### src/rtl/gpu_cmd_engine_pkg.sv
// Shared constants and types for the 6502-facing GPU command engine:
// opcodes, register selects, status bit positions and FSM states.
package gpu_pkg;

  localparam logic [7:0] OP_PLOT    = 8'h00;
  localparam logic [7:0] OP_FILL    = 8'h01;
  localparam logic [7:0] OP_PLOTINC = 8'h02;
  localparam logic [7:0] OP_CLR_OVF = 8'hFF;

  localparam logic [1:0] RS_COLOR = 2'd0;
  localparam logic [1:0] RS_X     = 2'd1;
  localparam logic [1:0] RS_Y     = 2'd2;
  localparam logic [1:0] RS_CMD   = 2'd3;

  localparam int ST_BLANK = 0;
  localparam int ST_BUSY  = 1;
  localparam int ST_FULL  = 2;
  localparam int ST_OVF   = 3;

  typedef enum logic [1:0] {
    IDLE = 2'd0,
    PLOT = 2'd1,
    FILL = 2'd2
  } state_e;

endpackage

### src/rtl/gpu_cmd_engine_if.sv
// Pixel write stream from the command engine to the framebuffer port.
// Handshake: PIX_VALID rises with X/Y/COLOR stable; a pixel transfers on every
// clock edge where PIX_VALID and PIX_READY are both 1; fields hold until then.
interface gpu_cmd_engine_if #(
  parameter int COORD_W = 8,
  parameter int COLOR_W = 3
);
  logic               PIX_VALID;
  logic               PIX_READY;
  logic [COORD_W-1:0] PIX_X;
  logic [COORD_W-1:0] PIX_Y;
  logic [COLOR_W-1:0] PIX_COLOR;

  modport master (output PIX_VALID, PIX_X, PIX_Y, PIX_COLOR, input PIX_READY);
  modport slave  (input PIX_VALID, PIX_X, PIX_Y, PIX_COLOR, output PIX_READY);
endinterface

### src/rtl/gpu_cmd_fifo.sv
// Synchronous first-word-fall-through FIFO with a registered occupancy count.
// A pop in the same cycle as a push on a full FIFO frees the slot first.
module gpu_cmd_fifo #(
  parameter int WIDTH = 8,
  parameter int DEPTH = 4
) (
  input  logic                       clk,
  input  logic                       rst,
  input  logic                       push,
  input  logic                       pop,
  input  logic [WIDTH-1:0]           wdata,
  output logic [WIDTH-1:0]           rdata,
  output logic                       full,
  output logic                       empty,
  output logic [$clog2(DEPTH):0]     count
);
  localparam int AW = $clog2(DEPTH);
  localparam int CW = AW + 1;
  localparam logic [CW-1:0] FULL_CNT = CW'(DEPTH);

  logic [WIDTH-1:0] mem_q [DEPTH];
  logic [AW-1:0]    wr_ptr_q, rd_ptr_q;
  logic [CW-1:0]    count_q;
  logic             do_push, do_pop;

  assign empty   = (count_q == '0);
  assign full    = (count_q == FULL_CNT);
  assign count   = count_q;
  assign rdata   = mem_q[rd_ptr_q];
  assign do_pop  = pop & ~empty;
  assign do_push = push & (~full | do_pop);

  always_ff @(posedge clk) begin
    if (rst) begin
      wr_ptr_q <= '0;
      rd_ptr_q <= '0;
      count_q  <= '0;
      for (int i = 0; i < DEPTH; i++) mem_q[i] <= '0;
    end else begin
      if (do_push) begin
        mem_q[wr_ptr_q] <= wdata;
        wr_ptr_q        <= wr_ptr_q + 1'b1;
      end
      if (do_pop) rd_ptr_q <= rd_ptr_q + 1'b1;
      count_q <= count_q + CW'(do_push) - CW'(do_pop);
    end
  end
endmodule

### src/rtl/gpu_cmd_engine.sv
// 6502 register port that queues PLOT/FILL commands and streams them out as
// framebuffer pixel writes. CPU_CLOCK is sampled as data in the SYS_CLOCK domain.
module gpu_cmd_engine
  import gpu_pkg::*;
#(
  parameter int COORD_W    = 8,
  parameter int COLOR_W    = 3,
  parameter int X_MAX      = 159,
  parameter int Y_MAX      = 119,
  parameter int FIFO_DEPTH = 4
) (
  input  logic                SYS_CLOCK,
  input  logic                RESET,
  input  logic                CPU_CLOCK,
  input  logic                CE,
  input  logic                RWB,
  input  logic [1:0]          RS,
  input  logic [7:0]          DATA_IN,
  output logic [7:0]          DATA_OUT,
  output logic                DATA_OE,
  input  logic                ON_SCREEN,
  gpu_cmd_engine_if.master    pix,
  output state_e              DBG_STATE
);
  localparam int EW = 1 + 2 * COORD_W + COLOR_W;
  localparam logic [COORD_W-1:0] XM = COORD_W'(X_MAX);
  localparam logic [COORD_W-1:0] YM = COORD_W'(Y_MAX);

  logic               phi_meta_q, phi_s_q, phi_d_q;
  logic               sh_ce_q, sh_rwb_q;
  logic [1:0]         sh_rs_q;
  logic [7:0]         sh_data_q;
  logic [COLOR_W-1:0] color_q, color_d;
  logic [COORD_W-1:0] x_q, x_d, y_q, y_d;
  logic               ovf_q, ovf_d;
  logic [7:0]         rd_q, rd_d;
  state_e             state_q;
  logic               valid_q;
  logic [COORD_W-1:0] px_q, py_q;
  logic [COLOR_W-1:0] pc_q;

  logic               commit, is_cmd, push_req, accept, pop, done, last, busy;
  logic               fifo_full, fifo_empty;
  logic [$clog2(FIFO_DEPTH):0] fifo_count;
  logic [EW-1:0]      fifo_wdata, fifo_rdata;

  // Shadows follow the bus while PHI2 is high; the falling edge freezes them.
  always_ff @(posedge SYS_CLOCK) begin
    if (RESET) begin
      phi_meta_q <= 1'b0;
      phi_s_q    <= 1'b0;
      phi_d_q    <= 1'b0;
      sh_ce_q    <= 1'b0;
      sh_rwb_q   <= 1'b0;
      sh_rs_q    <= '0;
      sh_data_q  <= '0;
    end else begin
      phi_meta_q <= CPU_CLOCK;
      phi_s_q    <= phi_meta_q;
      phi_d_q    <= phi_s_q;
      if (phi_s_q) begin
        sh_ce_q   <= CE;
        sh_rwb_q  <= RWB;
        sh_rs_q   <= RS;
        sh_data_q <= DATA_IN;
      end
    end
  end

  assign commit   = phi_d_q & ~phi_s_q & ~sh_ce_q & ~sh_rwb_q;
  assign is_cmd   = commit && (sh_rs_q == RS_CMD);
  assign push_req = is_cmd && (sh_data_q == OP_PLOT || sh_data_q == OP_FILL ||
                               sh_data_q == OP_PLOTINC);
  assign accept   = push_req && (!fifo_full || pop);
  assign fifo_wdata = {sh_data_q == OP_FILL, x_q, y_q, color_q};

  always_comb begin
    color_d = color_q;
    x_d     = x_q;
    y_d     = y_q;
    ovf_d   = ovf_q;
    if (commit && sh_rs_q == RS_COLOR) color_d = sh_data_q[COLOR_W-1:0];
    if (commit && sh_rs_q == RS_X)     x_d     = sh_data_q[COORD_W-1:0];
    if (commit && sh_rs_q == RS_Y)     y_d     = sh_data_q[COORD_W-1:0];
    if (is_cmd && sh_data_q == OP_CLR_OVF) ovf_d = 1'b0;
    if (push_req && !accept) ovf_d = 1'b1;
    // Auto-increment only when the PLOT actually made it into the queue.
    if (accept && sh_data_q == OP_PLOTINC) begin
      if (x_q == XM) begin
        x_d = '0;
        y_d = (y_q == YM) ? '0 : y_q + 1'b1;
      end else begin
        x_d = x_q + 1'b1;
      end
    end
  end

  assign busy = (fifo_count != '0) || (state_q != IDLE);

  always_comb begin
    rd_d = 8'h00;
    case (RS)
      RS_COLOR: rd_d = 8'(color_q);
      RS_X:     rd_d = 8'(x_q);
      RS_Y:     rd_d = 8'(y_q);
      default: begin
        rd_d[ST_OVF]   = ovf_q;
        rd_d[ST_FULL]  = fifo_full;
        rd_d[ST_BUSY]  = busy;
        rd_d[ST_BLANK] = ~ON_SCREEN;
      end
    endcase
  end

  always_ff @(posedge SYS_CLOCK) begin
    if (RESET) begin
      color_q <= '0;
      x_q     <= '0;
      y_q     <= '0;
      ovf_q   <= 1'b0;
      rd_q    <= '0;
    end else begin
      color_q <= color_d;
      x_q     <= x_d;
      y_q     <= y_d;
      ovf_q   <= ovf_d;
      rd_q    <= rd_d;
    end
  end

  gpu_cmd_fifo #(.WIDTH(EW), .DEPTH(FIFO_DEPTH)) u_fifo (
    .clk   (SYS_CLOCK),
    .rst   (RESET),
    .push  (accept),
    .pop   (pop),
    .wdata (fifo_wdata),
    .rdata (fifo_rdata),
    .full  (fifo_full),
    .empty (fifo_empty),
    .count (fifo_count)
  );

  assign last = (px_q == XM) && (py_q == YM);
  assign done = valid_q && pix.PIX_READY &&
                (state_q == PLOT || (state_q == FILL && last));
  // Popping on the finishing beat keeps back-to-back commands at one beat per cycle.
  assign pop  = !fifo_empty && (state_q == IDLE || done);

  always_ff @(posedge SYS_CLOCK) begin
    if (RESET) begin
      state_q <= IDLE;
      valid_q <= 1'b0;
      px_q    <= '0;
      py_q    <= '0;
      pc_q    <= '0;
    end else begin
      case (state_q)
        IDLE: ;
        PLOT: if (pix.PIX_READY) begin
          state_q <= IDLE;
          valid_q <= 1'b0;
        end
        FILL: if (pix.PIX_READY) begin
          if (last) begin
            state_q <= IDLE;
            valid_q <= 1'b0;
          end else if (px_q == XM) begin
            px_q <= '0;
            py_q <= py_q + 1'b1;
          end else begin
            px_q <= px_q + 1'b1;
          end
        end
        default: state_q <= IDLE;
      endcase
      if (pop) begin
        valid_q <= 1'b1;
        pc_q    <= fifo_rdata[COLOR_W-1:0];
        if (fifo_rdata[EW-1]) begin
          state_q <= FILL;
          px_q    <= '0;
          py_q    <= '0;
        end else begin
          state_q <= PLOT;
          px_q    <= fifo_rdata[COLOR_W+2*COORD_W-1 -: COORD_W];
          py_q    <= fifo_rdata[COLOR_W+COORD_W-1 -: COORD_W];
        end
      end
    end
  end

  assign pix.PIX_VALID = valid_q;
  assign pix.PIX_X     = px_q;
  assign pix.PIX_Y     = py_q;
  assign pix.PIX_COLOR = pc_q;
  assign DATA_OUT      = rd_q;
  assign DATA_OE       = ~CE & RWB & CPU_CLOCK;
  assign DBG_STATE     = state_q;
endmodule
### src/flat_wrapper.sv
// flat-port wrapper written by rule: the top's interface ports become plain ports
module gpu_cmd_engine_flat import gpu_pkg::*;
#(
  parameter int COORD_W    = 8,
  parameter int COLOR_W    = 3,
  parameter int X_MAX      = 159,
  parameter int Y_MAX      = 119,
  parameter int FIFO_DEPTH = 4
)
  (SYS_CLOCK, RESET, CPU_CLOCK, CE, RWB, RS, DATA_IN, DATA_OUT, DATA_OE, ON_SCREEN, DBG_STATE, pix_PIX_VALID, pix_PIX_X, pix_PIX_Y, pix_PIX_COLOR, pix_PIX_READY);
  gpu_cmd_engine_if #(.COORD_W(COORD_W), .COLOR_W(COLOR_W)) pix_i ();
  input  logic SYS_CLOCK;
  input  logic RESET;
  input  logic CPU_CLOCK;
  input  logic CE;
  input  logic RWB;
  input  logic [1:0] RS;
  input  logic [7:0] DATA_IN;
  output logic [7:0] DATA_OUT;
  output logic DATA_OE;
  input  logic ON_SCREEN;
  output state_e DBG_STATE;
  output wire logic [$bits(pix_i.PIX_VALID)-1:0] pix_PIX_VALID;
  output wire logic [$bits(pix_i.PIX_X)-1:0] pix_PIX_X;
  output wire logic [$bits(pix_i.PIX_Y)-1:0] pix_PIX_Y;
  output wire logic [$bits(pix_i.PIX_COLOR)-1:0] pix_PIX_COLOR;
  input wire logic [$bits(pix_i.PIX_READY)-1:0] pix_PIX_READY;
  assign pix_PIX_VALID = pix_i.PIX_VALID;
  assign pix_PIX_X = pix_i.PIX_X;
  assign pix_PIX_Y = pix_i.PIX_Y;
  assign pix_PIX_COLOR = pix_i.PIX_COLOR;
  assign pix_i.PIX_READY = pix_PIX_READY;
  gpu_cmd_engine #(.COORD_W(COORD_W), .COLOR_W(COLOR_W), .X_MAX(X_MAX), .Y_MAX(Y_MAX), .FIFO_DEPTH(FIFO_DEPTH)) u_core (.SYS_CLOCK(SYS_CLOCK), .RESET(RESET), .CPU_CLOCK(CPU_CLOCK), .CE(CE), .RWB(RWB), .RS(RS), .DATA_IN(DATA_IN), .DATA_OUT(DATA_OUT), .DATA_OE(DATA_OE), .ON_SCREEN(ON_SCREEN), .pix(pix_i), .DBG_STATE(DBG_STATE));
endmodule
### config.mk
export PLATFORM = sky130hd
export DESIGN_NAME = gpu_cmd_engine_flat
export DESIGN_NICKNAME = d
export VERILOG_FILES = /design/src/rtl/gpu_cmd_engine_pkg.sv /design/src/rtl/gpu_cmd_engine_if.sv /design/src/rtl/gpu_cmd_fifo.sv /design/src/rtl/gpu_cmd_engine.sv /design/src/flat_wrapper.sv
export SDC_FILE = /design/constraint.sdc
export NUM_CORES = 1
export LEC_CHECK = 0
export ABC_AREA = 1
export CORE_MARGIN = 2
export CORE_UTILIZATION = 59
export CTS_CLUSTER_SIZE = 12
export DETAILED_ROUTE_END_ITERATION = 6
export GPL_TIMING_DRIVEN = 0
export PLACE_DENSITY = 0.81
export SLEW_MARGIN = 20
export SYNTH_ARGS = -nofsm -noshare
export SYNTH_HDL_FRONTEND = slang
export SYNTH_HIERARCHICAL = 1
export SYNTH_SLANG_ARGS = --single-unit
### constraint.sdc
create_clock -name SYS_CLOCK -period 5.45 [get_ports SYS_CLOCK]
set_input_delay 0.8175 -clock SYS_CLOCK [delete_from_list [all_inputs] [get_ports SYS_CLOCK]]
set_output_delay 0.8175 -clock SYS_CLOCK [all_outputs]
set_load 0.03 [all_outputs]
Word-level counts from Yosys, hierarchy flattened
Memories as Yosys holds them, arrays and structs flattened. A register that Yosys moved wholly into a read port is not among the register bits.
Cells that the tools add are included.
{"block": "totals", "ff_bits": 72, "mem_bits_rw": 80, "inputBits": 17, "out_inout_bits": 31, "wordCells": 149, "mem_count": 1}
{"block": "classes", "n_addsub": 8, "n_eq_ne": 20, "mux": 44, "n_bitwise": 15, "reduce_logical": 41}
{"name": "u_core.u_fifo.mem_q", "words": 4, "word_bits": 20, "rd": 1, "rd_clocked_by_memory_dff": 1, "wr": 4, "line": "gpu_cmd_fifo.sv:21", "rtl": "logic [WIDTH-1:0] mem_q [DEPTH];"}
{"operator": "$mux W8", "count": 19}
{"operator": "$add A8 B1 Y8 const B", "count": 4}
{"operator": "$eq A8 B8 Y1 const B", "count": 3}
{"operator": "$mux W20", "count": 1}
{"operator": "$reduce_or A20 Y1", "count": 1}
{"operator": "$eq A8 B7 Y1 const B", "count": 2}
{"operator": "$mux W2", "count": 8}
{"operator": "$logic_and A1 B1 Y1", "count": 14}
{"operator": "$mux W1", "count": 12}
{"operator": "$pmux W4 S3", "count": 1}
{"operator": "$reduce_and A4 Y1", "count": 3}
{"operator": "$reduce_bool A2 Y1", "count": 6}
{"operator": "$eq A2 B2 Y1 const B", "count": 4}
{"operator": "$eq A8 B1 Y1 const B", "count": 1}
{"operator": "$eq A8 B2 Y1 const B", "count": 1}
{"operator": "$logic_not A8 Y1", "count": 1}
{"operator": "$pmux W4 S2", "count": 1}
{"operator": "$and A1 B1 Y1", "count": 7}
{"operator": "$not A1 Y1", "count": 7}
{"operator": "$eq A2 B1 Y1 const B", "count": 3}
{"operator": "$logic_not A2 Y1", "count": 3}
{"operator": "$logic_or A1 B1 Y1", "count": 6}
{"operator": "$ne A3 B2 Y1 const B", "count": 2}
{"operator": "$pmux W2 S3", "count": 1}
{"operator": "12 further kinds", "count": 17}

Logic depth before layout (Yosys ltp)
Gate-level depths: netlist (run 1).
{"block": "depth", "depth_word": 15, "mapped_depth": 22, "depth_no_buf": 21}

Modules after synthesis
Netlist (run 1), hierarchy kept.
{"module": "gpu_cmd_fifo", "instances": 1, "cells_each": 383, "area_per_inst_um2": 4108.9, "seq_area_each_um2": 2582.5}
{"module": "gpu_cmd_engine", "instances": 1, "cells_each": 499, "area_per_inst_um2": 3430.8, "seq_area_each_um2": 1301.2}

Least setup slack after synthesis (run 1)
OpenSTA, ideal clock, no wires.
{"block": "synth_path", "path_kind": "reg2reg", "startpoint": "register u_core.px_q[0] (netlist: u_core/pix.PIX_X[0])", "endpoint": "memory u_core/u_fifo/mem_q[0][0] in the netlist's numbering (enable)", "setup_time_ps": 425, "arrival_ps": 3762, "required_ps": 5025, "setup_slack_ps": 1263, "path_stages_with_launch": 13, "n_path_buf": 1, "synth_period_minus_slack_ps": 4187, "path_cell_list": "dfxtp_1 > ha_1 > nand3_1 > nor2_1 > nand2_1 > nand2_2 > nand3_2 > nand2_2 > nand2_4 > clkbuf_1 > a21boi_0 > nand4_4 > o21ai_0"}
{"element": "start: declaration", "line": "gpu_cmd_engine.sv:39", "rtl": "logic [COORD_W-1:0] px_q, py_q;"}
{"element": "start signal: assignment", "line": "gpu_cmd_engine.sv:171", "rtl": "px_q <= px_q + 1'b1;"}
{"element": "start signal: assignment", "line": "gpu_cmd_engine.sv:185", "rtl": "px_q <= fifo_rdata[COLOR_W+2*COORD_W-1 -: COORD_W];"}
{"element": "end: declaration", "line": "gpu_cmd_fifo.sv:21"}

==> results of run 1 <==
[cell usage after synthesis, types with 2 or more instances]
cell,number
nor2_1,145
nand2_1,113
o21ai_0,110
inv_1,99
edfxtp_1,80
dfxtp_1,74
a21oi_1,42
clkbuf_1,25
nand3_1,24
nor2_2,22
nor3_1,22
o22ai_1,20
nand2_4,12
xor2_1,11
ha_1,9
nand4_1,6
a211oi_1,5
inv_2,5
nand2_2,5
nor3_2,5
a31oi_1,4
buf_2,4
buf_6,3
xnor2_1,3
and3_1,2
buf_4,2
clkinv_2,2
nand3_2,2
nand3_4,2
nand3b_1,2
nor2_8,2
o21ai_1,2
or2_2,2
[sequential cells by signal, summed over array words and instances, names as in the netlist, 2 cells and up, named ones only]
signal,count
u_core/DATA_OUT,8
u_core/DBG_STATE,2
u_core/color_q,3
u_core/pix.PIX_COLOR,3
u_core/pix.PIX_X,8
u_core/pix.PIX_Y,8
u_core/sh_data_q,8
u_core/sh_rs_q,2
u_core/u_fifo/count,3
u_core/u_fifo/mem_q,80
u_core/u_fifo/rd_ptr_q,2
u_core/u_fifo/wr_ptr_q,2
u_core/x_q,8
u_core/y_q,8
[critical path, delay by kind of cell, from the launching register on]
kind | cells | cell delay [ns]
AO/OA/AOI/OAI | 2 | 1.27
buffers and inverters | 3 | 0.65
adder cells (fa/ha/maj) | 1 | 0.23
AND/OR/NAND/NOR | 9 | 1.05
flip-flops | 1 | 0.40
[metrics by stage]
step | cells | setup TNS, ns
2_1_floorplan | 882 | 0
3_3_place_gp | 1101 | -17.04
3_5_place_dp | 1104 | 0
4_1_cts | 1136 | 0
5_1_grt | 1136 | 0
6_report | 1136 | 0
[power by group through the flow]
stage	Sequential, W	Combinational, W	Clock (W)
after floorplan	0.00128	0.0000425	0
after global placement	0.00128	0.0000810	0
after detailed placement	0.00128	0.0000872	0
after CTS	0.00125	0.0000877	0.00116
after global routing	0.00126	0.0000963	0.00122
final	0.00125	0.0000888	0.00115
[metal layers]
metal | up-vias | part of all wire [%] | track usage (%)
met5 | - | 0 | 0
met4 | 0 | 4.0 | 15.76
met3 | 61 | 8.1 | 6.437
met2 | 308 | 48 | 48.94
met1 | 2943 | 39 | 35.56
li1 | 3068 | - | -
[cell type report]
class                   count  area, um^2  share of cell area [%]
flip-flops and latches    154        3884                   43.79
multi-input cells         586        3092                   34.86
repair buffers             50       511.7                   5.770
clock buffers              18       429.2                   4.839
inverters                 106       400.4                   4.515
well taps                 172       215.2                   2.427
plain buffers              36       186.4                   2.102
clock inverters            14       150.1                   1.693
[layout by cell type (no fill, tap or decap), types with 3 or more instances in the layout]
cell | Yosys | layout
nor2_1 | 145 | 145
nand2_1 | 113 | 113
o21ai_0 | 110 | 106
inv_1 | 99 | 99
edfxtp_1 | 80 | 80
dfxtp_1 | 74 | 74
clkdlybuf4s50_1 | 0 | 47
a21oi_1 | 42 | 42
clkbuf_1 | 25 | 26
nand3_1 | 24 | 24
nor3_1 | 22 | 22
nor2_2 | 22 | 22
o22ai_1 | 20 | 20
clkbuf_16 | 0 | 17
nand2_4 | 12 | 12
xor2_1 | 11 | 11
ha_1 | 9 | 9
nand4_1 | 6 | 6
clkinv_4 | 0 | 5
inv_2 | 5 | 5
nand2_2 | 5 | 5
nor3_2 | 5 | 5
a211oi_1 | 5 | 5
clkinvlp_4 | 0 | 4
buf_2 | 4 | 4
a31oi_1 | 4 | 4
buf_6 | 3 | 4
xnor2_1 | 3 | 3
o21ai_2 | 0 | 3
[cell families (layout without fill, tap and decap cells)]
family                   Yosys count  in the layout  share of synthesized area (%)
flip-flops                       154            154                          51.51
buffers and inverters            142            224                          7.783
XOR/XNOR                          14             14                          1.626
adder cells (fa/ha/maj)           10             10                          1.759
AO/OA/AOI/OAI                    191            191                          13.57
AND/OR/NAND/NOR                  371            371                          23.75
[worst paths after layout]
path                                    end  slack [ns]
hold / removal               u_core/phi_s_q        0.42
setup / recovery  u_core/u_fifo/mem_q[2][3]        1.53
hold reg to reg              u_core/phi_s_q        0.42
setup reg to reg  u_core/u_fifo/mem_q[2][3]        1.53
==> results.yml, run 1 <==
place:
  pre_cts_ws_ns: 1.287
  routabilityCongestion: 0.8952
  dpl_cell_area_um2: 8289
  hpwl_um: 13070
  io_buffers: 47
clocking:
  clk_pin_slew_worst_paths_ns: 0.06
  cts_sinks: 154
  clk-insertion-delay-late_ns: 0.43
  cts_tree: "built"
  cts_buffer_depth: 2
  htree_levels: 4
  cts_hold_buf: 0
  numCtsBuffers: 17
  cts_resized: 0
  cts_setup_buffers: 0
  cts_root_buf: "clkbuf_16"
critical_path:
  arrival_ns: 4.05
  critPathCaptureType: "register"
  crit_path_max_fanout: 11
  cp-startpoint: "u_core/pix.PIX_Y[0]"
  crit_type: "reg2reg"
  required_ns: 5.58
  reg2reg_depth: 15
  critical_path.max_stage_delay_ns: 0.68
  path_common_cell: "nand2_1"
  start_kind: "register"
  r2r-start: "u_core/pix.PIX_Y[0]"
  cp_cell_sequence: "ha_1, nand2_1, inv_1, nand2_1, nor2_1, nand2_1, nand2_2, nand3_2, nand2_2, nand2_4, clkbuf_1, a21boi_0, nand2_4, o21ai_2, buf_6"
  cpMaxStageDelayCell: "a21boi_0"
timing:
  max_freq_mhz: 255.3
  hold_ws_ns: 0.4153
  slew_viol_final: 0
  post-route-period-util_pct: 71.86
  min_period_ns: 3.917
  fin_ws_ns: 1.533
  hold_violations: 0
  finalSetupViolations: 0
  relSlewSlack_pct: 52.23
  rsz0062_at_grt: "false"
  worst_slew_pin_slew_ns: 0.7101
  skew_ns: 0.01052
drt:
  wirelength_um: 18770
  vias: 6380
  drcViolationCount: 0
  dr.pass1.iters: 5
  antenna_left: 0
  vias_per_cell: 5.616
  wire_per_inst_um: 16.52
  drtIter0Drc: 583
grt:
  grt_pass1_vias: 6124
  grt_pass1_wl_um: 30020
  grt.total_usage_pct: 29.30
  grt_antenna_before_repair: 0
  grt_max_degree: 21
  grt_overflow: 0
power_and_ir_drop:
  power_frac_clock_pct: 46.2
  combPwrFrac_pct: 3.6
  leakage_nw: 3.505
  switching_share_pct: 22.04
  p_int_w: 0.001947
  p_switching_w: 0.0005505
  power_density_nw_per_um2: 281.6
  finalPower_w: 0.002497
  peakVddDrop_mv: 0.2330
  sequentialPowerShare_pct: 50.3
synthesis:
  netlist_area_um2: 7540
  ys.flop_type: "edfxtp_1"
  synth-edff-count: 80
  synth_top_area_share_pct: 31.86
  async_flop_share_pct: 0
  yosysSeqAreaShare_pct: 51.51
  synth_area_per_cell_um2: 8.548
  yosys.area.top_type: "edfxtp_1"
  synth_nets: 909
  yosys_warnings: 6
  synth_seq_cells: 154
  ys_types: 49
  netlist_top_cells_area: "edfxtp_1 32%, dfxtp_1 20%, o21ai_0 7.3%, nor2_1 7.2%, nand2_1 5.6%"
  synthCells: 882
finish:
  fin_util_pct: 70.56
  nFillCells: 948
  insertedDiodeCount: 0
  finalInstanceArea_um2: 8869
  fin_nets: 978
  syn_to_final_growth_pct: 17.62
  drive_gt1_share_pct: 11.20
floorplanning:
  io-pin-count: 48
  coreArea_um2: 12570
  die_x_um: 117.0
  die_h_um: 117.0
  initial_core_util_pct: 59.99
  rows: 41
  die_area_um2: 13700
hold_path:
  hp-class: "reg2reg"
  holdPathStages: 2
  min_from: "u_core/phi_meta_q"
flow_run:
  drv_cap: 0
outcome:
  status: "complete, no violations"
Power figures use the tool's default switching activity.
==> run 2: changes to the inputs <==
- CORE_UTILIZATION: 59 -> 54
- PLACE_DENSITY: 0.81 -> 0.79
- clock period: 5.45 -> 3.5 ns (I/O delays scaled with it)
==> run 2 against run 1 <==
Effect of this change:
- power increased by 52%
- hold slack got worse by 0.0057 ns
- combinational power increased by 52%
- clock-buffer cell count increased by 3
- sequential share of layout area increased by 0.11 points
- critical path depth increased by 7
- utilization decreased by 6.3 points
- setup slack got worse by 1.3 ns
- die area increased by 8.9%
- sequential cell count unchanged
- largest power group unchanged
==> results.yml, run 2 (synthesized netlist as in run 1, its figures left out) <==
clocking:
  clk_pin_slew_worst_paths_ns: 0.06
  cts_tree: "built"
  cts_setup_buffers: 0
  cts_sinks: 154
  htree_levels: 4
  cts_root_buf: "clkbuf_16"
  cts_hold_buf: 0
  clk-insertion-delay-late_ns: 0.42
  cts_buffer_depth: 2
  numCtsBuffers: 17
floorplanning:
  coreArea_um2: 13770
  initial_core_util_pct: 54.74
  rows: 43
  die_x_um: 122.2
  die_area_um2: 14920
  io-pin-count: 48
  die_h_um: 122.2
grt:
  grt.total_usage_pct: 26.03
  grt_pass1_vias: 5870
  grt_overflow: 0
  grt_max_degree: 21
  grt_antenna_before_repair: 0
  grt_pass1_wl_um: 29090
drt:
  vias_per_cell: 5.419
  dr.pass1.iters: 7
  drtIter0Drc: 508
  wirelength_um: 18320
  antenna_left: 0
  vias: 6189
  drcViolationCount: 0
  wire_per_inst_um: 16.04
hold_path:
  hold_end: "u_core/phi_s_q"
  min_from: "u_core/phi_meta_q"
  hp-class: "reg2reg"
  holdPathStages: 2
timing:
  finalSetupViolations: 0
  min_period_ns: 3.241
  worst_slew_pin_slew_ns: 0.7504
  skew_ns: 0.009864
  rsz0062_at_grt: "false"
  fin_ws_ns: 0.2585
  slew_viol_final: 0
  max_freq_mhz: 308.5
  relSlewSlack_pct: 49.79
  hold_violations: 0
  post-route-period-util_pct: 92.61
flow_run:
  drv_cap: 0
finish:
  final_cell_mix: "145 x nor2_1, 113 x nand2_1, 106 x o21ai_0"
  multiInputGateArea_um2: 3110
  drive_gt1_share_pct: 11.23
  largest_register: "u_core/u_fifo/mem_q"
  seqCellArea_um2: 3884
  fin_nets: 976
  largest_reg_flops: 80
  finalInstanceArea_um2: 8847
  nFillCells: 1170
  layout_commonest_cell: "nor2_1"
  insertedDiodeCount: 0
  syn_to_final_growth_pct: 17.34
place:
  hpwl_um: 13150
  routabilityCongestion: 0.9188
  dpl_cell_area_um2: 8280
  io_buffers: 47
  pre_cts_ws_ns: -0.5070
critical_path:
  crit_type: "reg2reg"
  arrival_ns: 3.57
  cpMaxStageDelayCell: "fa_1"
  crit_family: "simple AND/OR/NAND/NOR gates"
  start_kind: "register"
  critPathCaptureType: "register"
  r2r-start: "u_core/pix.PIX_Y[0]"
  required_ns: 3.83
  critical_path_buf_inv_count: 5
  crit_path_max_fanout: 16
  timing.rr.end: "u_core/u_fifo/count[2]"
  path_common_cell: "nand2_1"
  reg2reg_depth: 22
  critical_path.max_stage_delay_ns: 0.40
  cp_cell_sequence: "ha_1, nand2_1, inv_1, nand2_1, nor2_1, nand2_1, nand2_2, nand3_2, nand2_2, nand2_4, inv_1, buf_6, inv_2, nand3_4, nand2_4, inv_1, nand2_1, nand2_1, ha_1, fa_1, and3_1, nor3_1"
  rrSetupSlack_ns: 0.26
power_and_ir_drop:
  peakVddDrop_mv: 0.2839
  power_frac_clock_pct: 44.9
  p_int_w: 0.002975
  finalPower_w: 0.003793
  leakage_nw: 3.502
  power_density_nw_per_um2: 428.7
  switching_share_pct: 21.56
  combPwrFrac_pct: 3.6
  p_switching_w: 0.0008178
  sequentialPowerShare_pct: 51.5
outcome:
  status: "complete, no violations"
run 2: changes by cell type in the layout (fill, tap and decap cells not counted), moves of 2 or more:
cell,delta
buf_6,+2
o21ai_2,-2
o21ai_4,+2
clkinvlp_4,-3
clkinv_4,-2
buf_8,-2
clkinv_1,-2
clkinv_2,+5
run 2: how the worst max path moves through the flow:
stage	start	end	slack, ns	cells past startpoint
5_1_grt	u_core/pix.PIX_Y[0]	u_core/u_fifo/count[1]	0.02	19
3_5_place_dp	pix_PIX_READY	u_core/u_fifo/mem_q[0][3]	-0.51	10
4_1_cts	u_core/pix.PIX_Y[0]	u_core/u_fifo/count[2]	0.24	22
2_1_floorplan	u_core/pix.PIX_X[0]	u_core/u_fifo/mem_q[3][0]	-0.11	12
3_3_place_gp	pix_PIX_READY	u_core/u_fifo/mem_q[3][3]	-1.20	10
6_report	u_core/pix.PIX_Y[0]	u_core/u_fifo/count[2]	0.26	22
run 2: layout make-up:
| class | count | share of cell area (%) |
|---|---|---|
| well taps | 180 | 2.546 |
| flip-flops and latches | 154 | 43.90 |
| plain buffers | 35 | 2.107 |
| clock buffers | 21 | 5.091 |
| multi-input cells | 586 | 35.16 |
| clock inverters | 11 | 1.103 |
| inverters | 106 | 4.526 |
| repair buffers | 49 | 5.572 |
run 2: per-stage QoR:
stage	std cells	setup TNS [ns]	hold WS, ns	util (%)
6_report	1142	0	0.4097	64.24
5_1_grt	1142	0	0.4242	64.24
4_1_cts	1142	0	0.4167	64.21
3_5_place_dp	1111	-31.19	0.4057	60.12
3_3_place_gp	1109	-77.10	0.3909	59.82
2_1_floorplan	882	-6.462	0.3883	-
run 2: repair_timing:
item,in CTS,in global routing
endpoints found under the setup margin,82,1
gates cloned,0,0
resized for setup,4,1
run 2: power by group through the flow:
stage | sequential (W) | combinational (W) | clock [W]
after global placement | 0.00199 | 0.000127 | 0
after global routing | 0.00196 | 0.000147 | 0.00180
after CTS | 0.00195 | 0.000135 | 0.00173
final | 0.00195 | 0.000135 | 0.00170
after detailed placement | 0.00199 | 0.000133 | 0
after floorplan | 0.00199 | 0.0000666 | 0
run 2: tightest hold or removal path, stage by stage (launching register included):
cell,delay (ns)
dfxtp_1,0.30
inv_1,0.04
nor2_1,0.03
run 2: metal layers:
| layer | track usage (%) | vias up | share of wire [%] |
|---|---|---|---|
| met5 | 0 | - | 0 |
| met2 | 44.06 | 249 | 50 |
| met1 | 31.78 | 2828 | 41 |
| li1 | - | 3071 | - |
| met4 | 12.43 | 0 | 3.2 |
| met3 | 5.337 | 41 | 6.6 |
==> run 3: changes to the inputs <==
- CORE_MARGIN: 2 -> not set
- CTS_CLUSTER_DIAMETER: not set -> 200
==> run 3 against run 2 <==
Effect of this change:
- combinational power increased by 4%
- register-to-register slack got worse by 0.04 ns
- routed wire length increased by 2.8%
- via count increased by 1.8%
- utilization increased by 1.8 points
- power increased by 1.4%
- global-route usage increased by 1.2 points
- hold slack improved by 0.0013 ns
- clock skew decreased by 0.0027 ns
- final cell count decreased by 0.18%
- design area increased by 0.38%
- clock-buffer cell count increased by 2
==> results.yml, run 3 (synthesized netlist as in run 1, its figures left out) <==
clocking:
  cts_root_buf: "clkbuf_16"
  clk-insertion-delay-late_ns: 0.43
  htree_levels: 4
  cts_buffer_depth: 2
  cts_hold_buf: 0
  cts_resized: 5
  clk_pin_slew_worst_paths_ns: 0.06
  numCtsBuffers: 17
  cts_tree: "built"
  cts_sinks: 154
  cts_setup_buffers: 0
place:
  hpwl_um: 13260
  io_buffers: 47
  dp_cells: 1108
  routabilityCongestion: 0.9155
timing:
  hold_ws_ns: 0.4110
  finalSetupTns_ns: 0
  rsz0062_at_grt: "false"
  post-route-period-util_pct: 93.68
  hold_violations: 0
  max_freq_mhz: 305.0
  slew_viol_final: 0
  min_period_ns: 3.279
  worst_slew_pin_slew_ns: 0.6646
  relSlewSlack_pct: 55.36
  skew_ns: 0.007166
  finalSetupViolations: 0
drt:
  wirelength_um: 18820
  wire_per_inst_um: 16.51
  drtIter0Drc: 477
  dr.pass1.iters: 5
  vias: 6300
  vias_per_cell: 5.526
  antenna_left: 0
  drcViolationCount: 0
finish:
  syn_to_final_growth_pct: 17.79
  largest_reg_flops: 80
  final_cell_mix: "145 x nor2_1, 113 x nand2_1, 106 x o21ai_0"
  fin_nets: 978
  layout_commonest_cell: "nor2_1"
  largest_register: "u_core/u_fifo/mem_q"
  layoutNonFillerInstCount: 1140
  insertedDiodeCount: 0
  drive_gt1_share_pct: 11.00
floorplanning:
  die_x_um: 120.2
  rows: 42
  io-pin-count: 48
  coreArea_um2: 13450
  die_h_um: 120.2
  initial_core_util_pct: 56.05
  die_area_um2: 14440
power_and_ir_drop:
  switching_share_pct: 20.94
  p_int_w: 0.003041
  power_density_nw_per_um2: 433.1
  power_frac_clock_pct: 45.5
  leakage_nw: 3.511
  p_switching_w: 0.0008056
  sequentialPowerShare_pct: 50.8
  peakVddDrop_mv: 0.3257
  combPwrFrac_pct: 3.7
critical_path:
  crit_type: "reg2reg"
  required_ns: 3.85
  crit_path_max_fanout: 10
  arrival_ns: 3.63
  critPathCaptureType: "register"
  start_kind: "register"
grt:
  grt_pass1_vias: 5875
  grt.total_usage_pct: 27.21
  grt_pass1_wl_um: 29500
  grt_max_degree: 21
  grt_antenna_before_repair: 0
  grt_overflow: 0
flow_run:
  drv_cap: 0
outcome:
  status: "complete, no violations"
hold_path:
  hp-class: "reg2reg"
run 3: cell count changes in the layout (fill, tap and decap cells not counted), moves of 2 or more:
| cell | change |
|---|---|
| clkinv_1 | +2 |
| clkinv_4 | -3 |
| buf_6 | -3 |
| clkbuf_1 | +2 |
| clkinv_2 | -2 |
| buf_8 | +3 |
run 3: layer usage:
layer  vias up  global-route usage, %  share of wire [%]
met5         -                      0                  0
met4         0                  17.03                4.0
met3        60                  5.418                5.7
met2       259                  43.89                 48
met1      2912                  33.39                 43
li1       3069                      -                  -
run 3: power by group through the flow:
stage / Combinational, W / Clock (W) / Sequential, W
after detailed placement: 0.000136 / 0 / 0.00199
final: 0.000141 / 0.00175 / 0.00195
after floorplan: 0.0000666 / 0 / 0.00199
after global placement: 0.000127 / 0 / 0.00199
after CTS: 0.000139 / 0.00178 / 0.00195
after global routing: 0.000151 / 0.00187 / 0.00196
run 3: through the flow:
step	instance area (um^2)	setup slack (ns)	utilization [%]	power (W)
after floorplan	7543	-0.1077	-	0.002058
final	8881	0.2211	66.02	0.003846
after CTS	8872	0.02881	65.95	0.003869
after global placement	8234	-1.125	61.21	0.002120
after detailed placement	8290	-0.4378	61.63	0.002129
after global routing	8881	0.01091	66.02	0.003977
run 3: critical path, stage by stage (launching register included):
cell	delay, ns
dfxtp_1	0.39
ha_1	0.23
nand2_1	0.07
inv_1	0.06
nand2_1	0.05
nor2_1	0.16
nand2_1	0.15
nand2_2	0.12
nand3_2	0.07
nand2_2	0.08
nand2_4	0.12
clkbuf_2	0.29
a21boi_4	0.28
or2_2	0.18
nand2_1	0.06
ha_1	0.21
fa_1	0.40
and3_1	0.19
nor3_1	0.11
run 3: area by class of cell:
cell class | count | area, um^2
timing repair buffer | 50 | 515.5
buffer | 36 | 187.7
inverter | 106 | 400.4
sequential | 154 | 3884
clock inverter | 9 | 97.59
multi-input combinational | 586 | 3118
tap | 176 | 220.2
clock buffer | 23 | 457.9
fill | 1082 | 4572
run 3: final timing paths:
kind,start,end,slack [ns],cells past startpoint
max reg2reg,u_core/pix.PIX_Y[0],u_core/u_fifo/count[2],0.22,18
min reg2reg,u_core/phi_meta_q,u_core/phi_s_q,0.41,2
min,u_core/phi_meta_q,u_core/phi_s_q,0.41,2
max,u_core/pix.PIX_Y[0],u_core/u_fifo/count[2],0.22,18
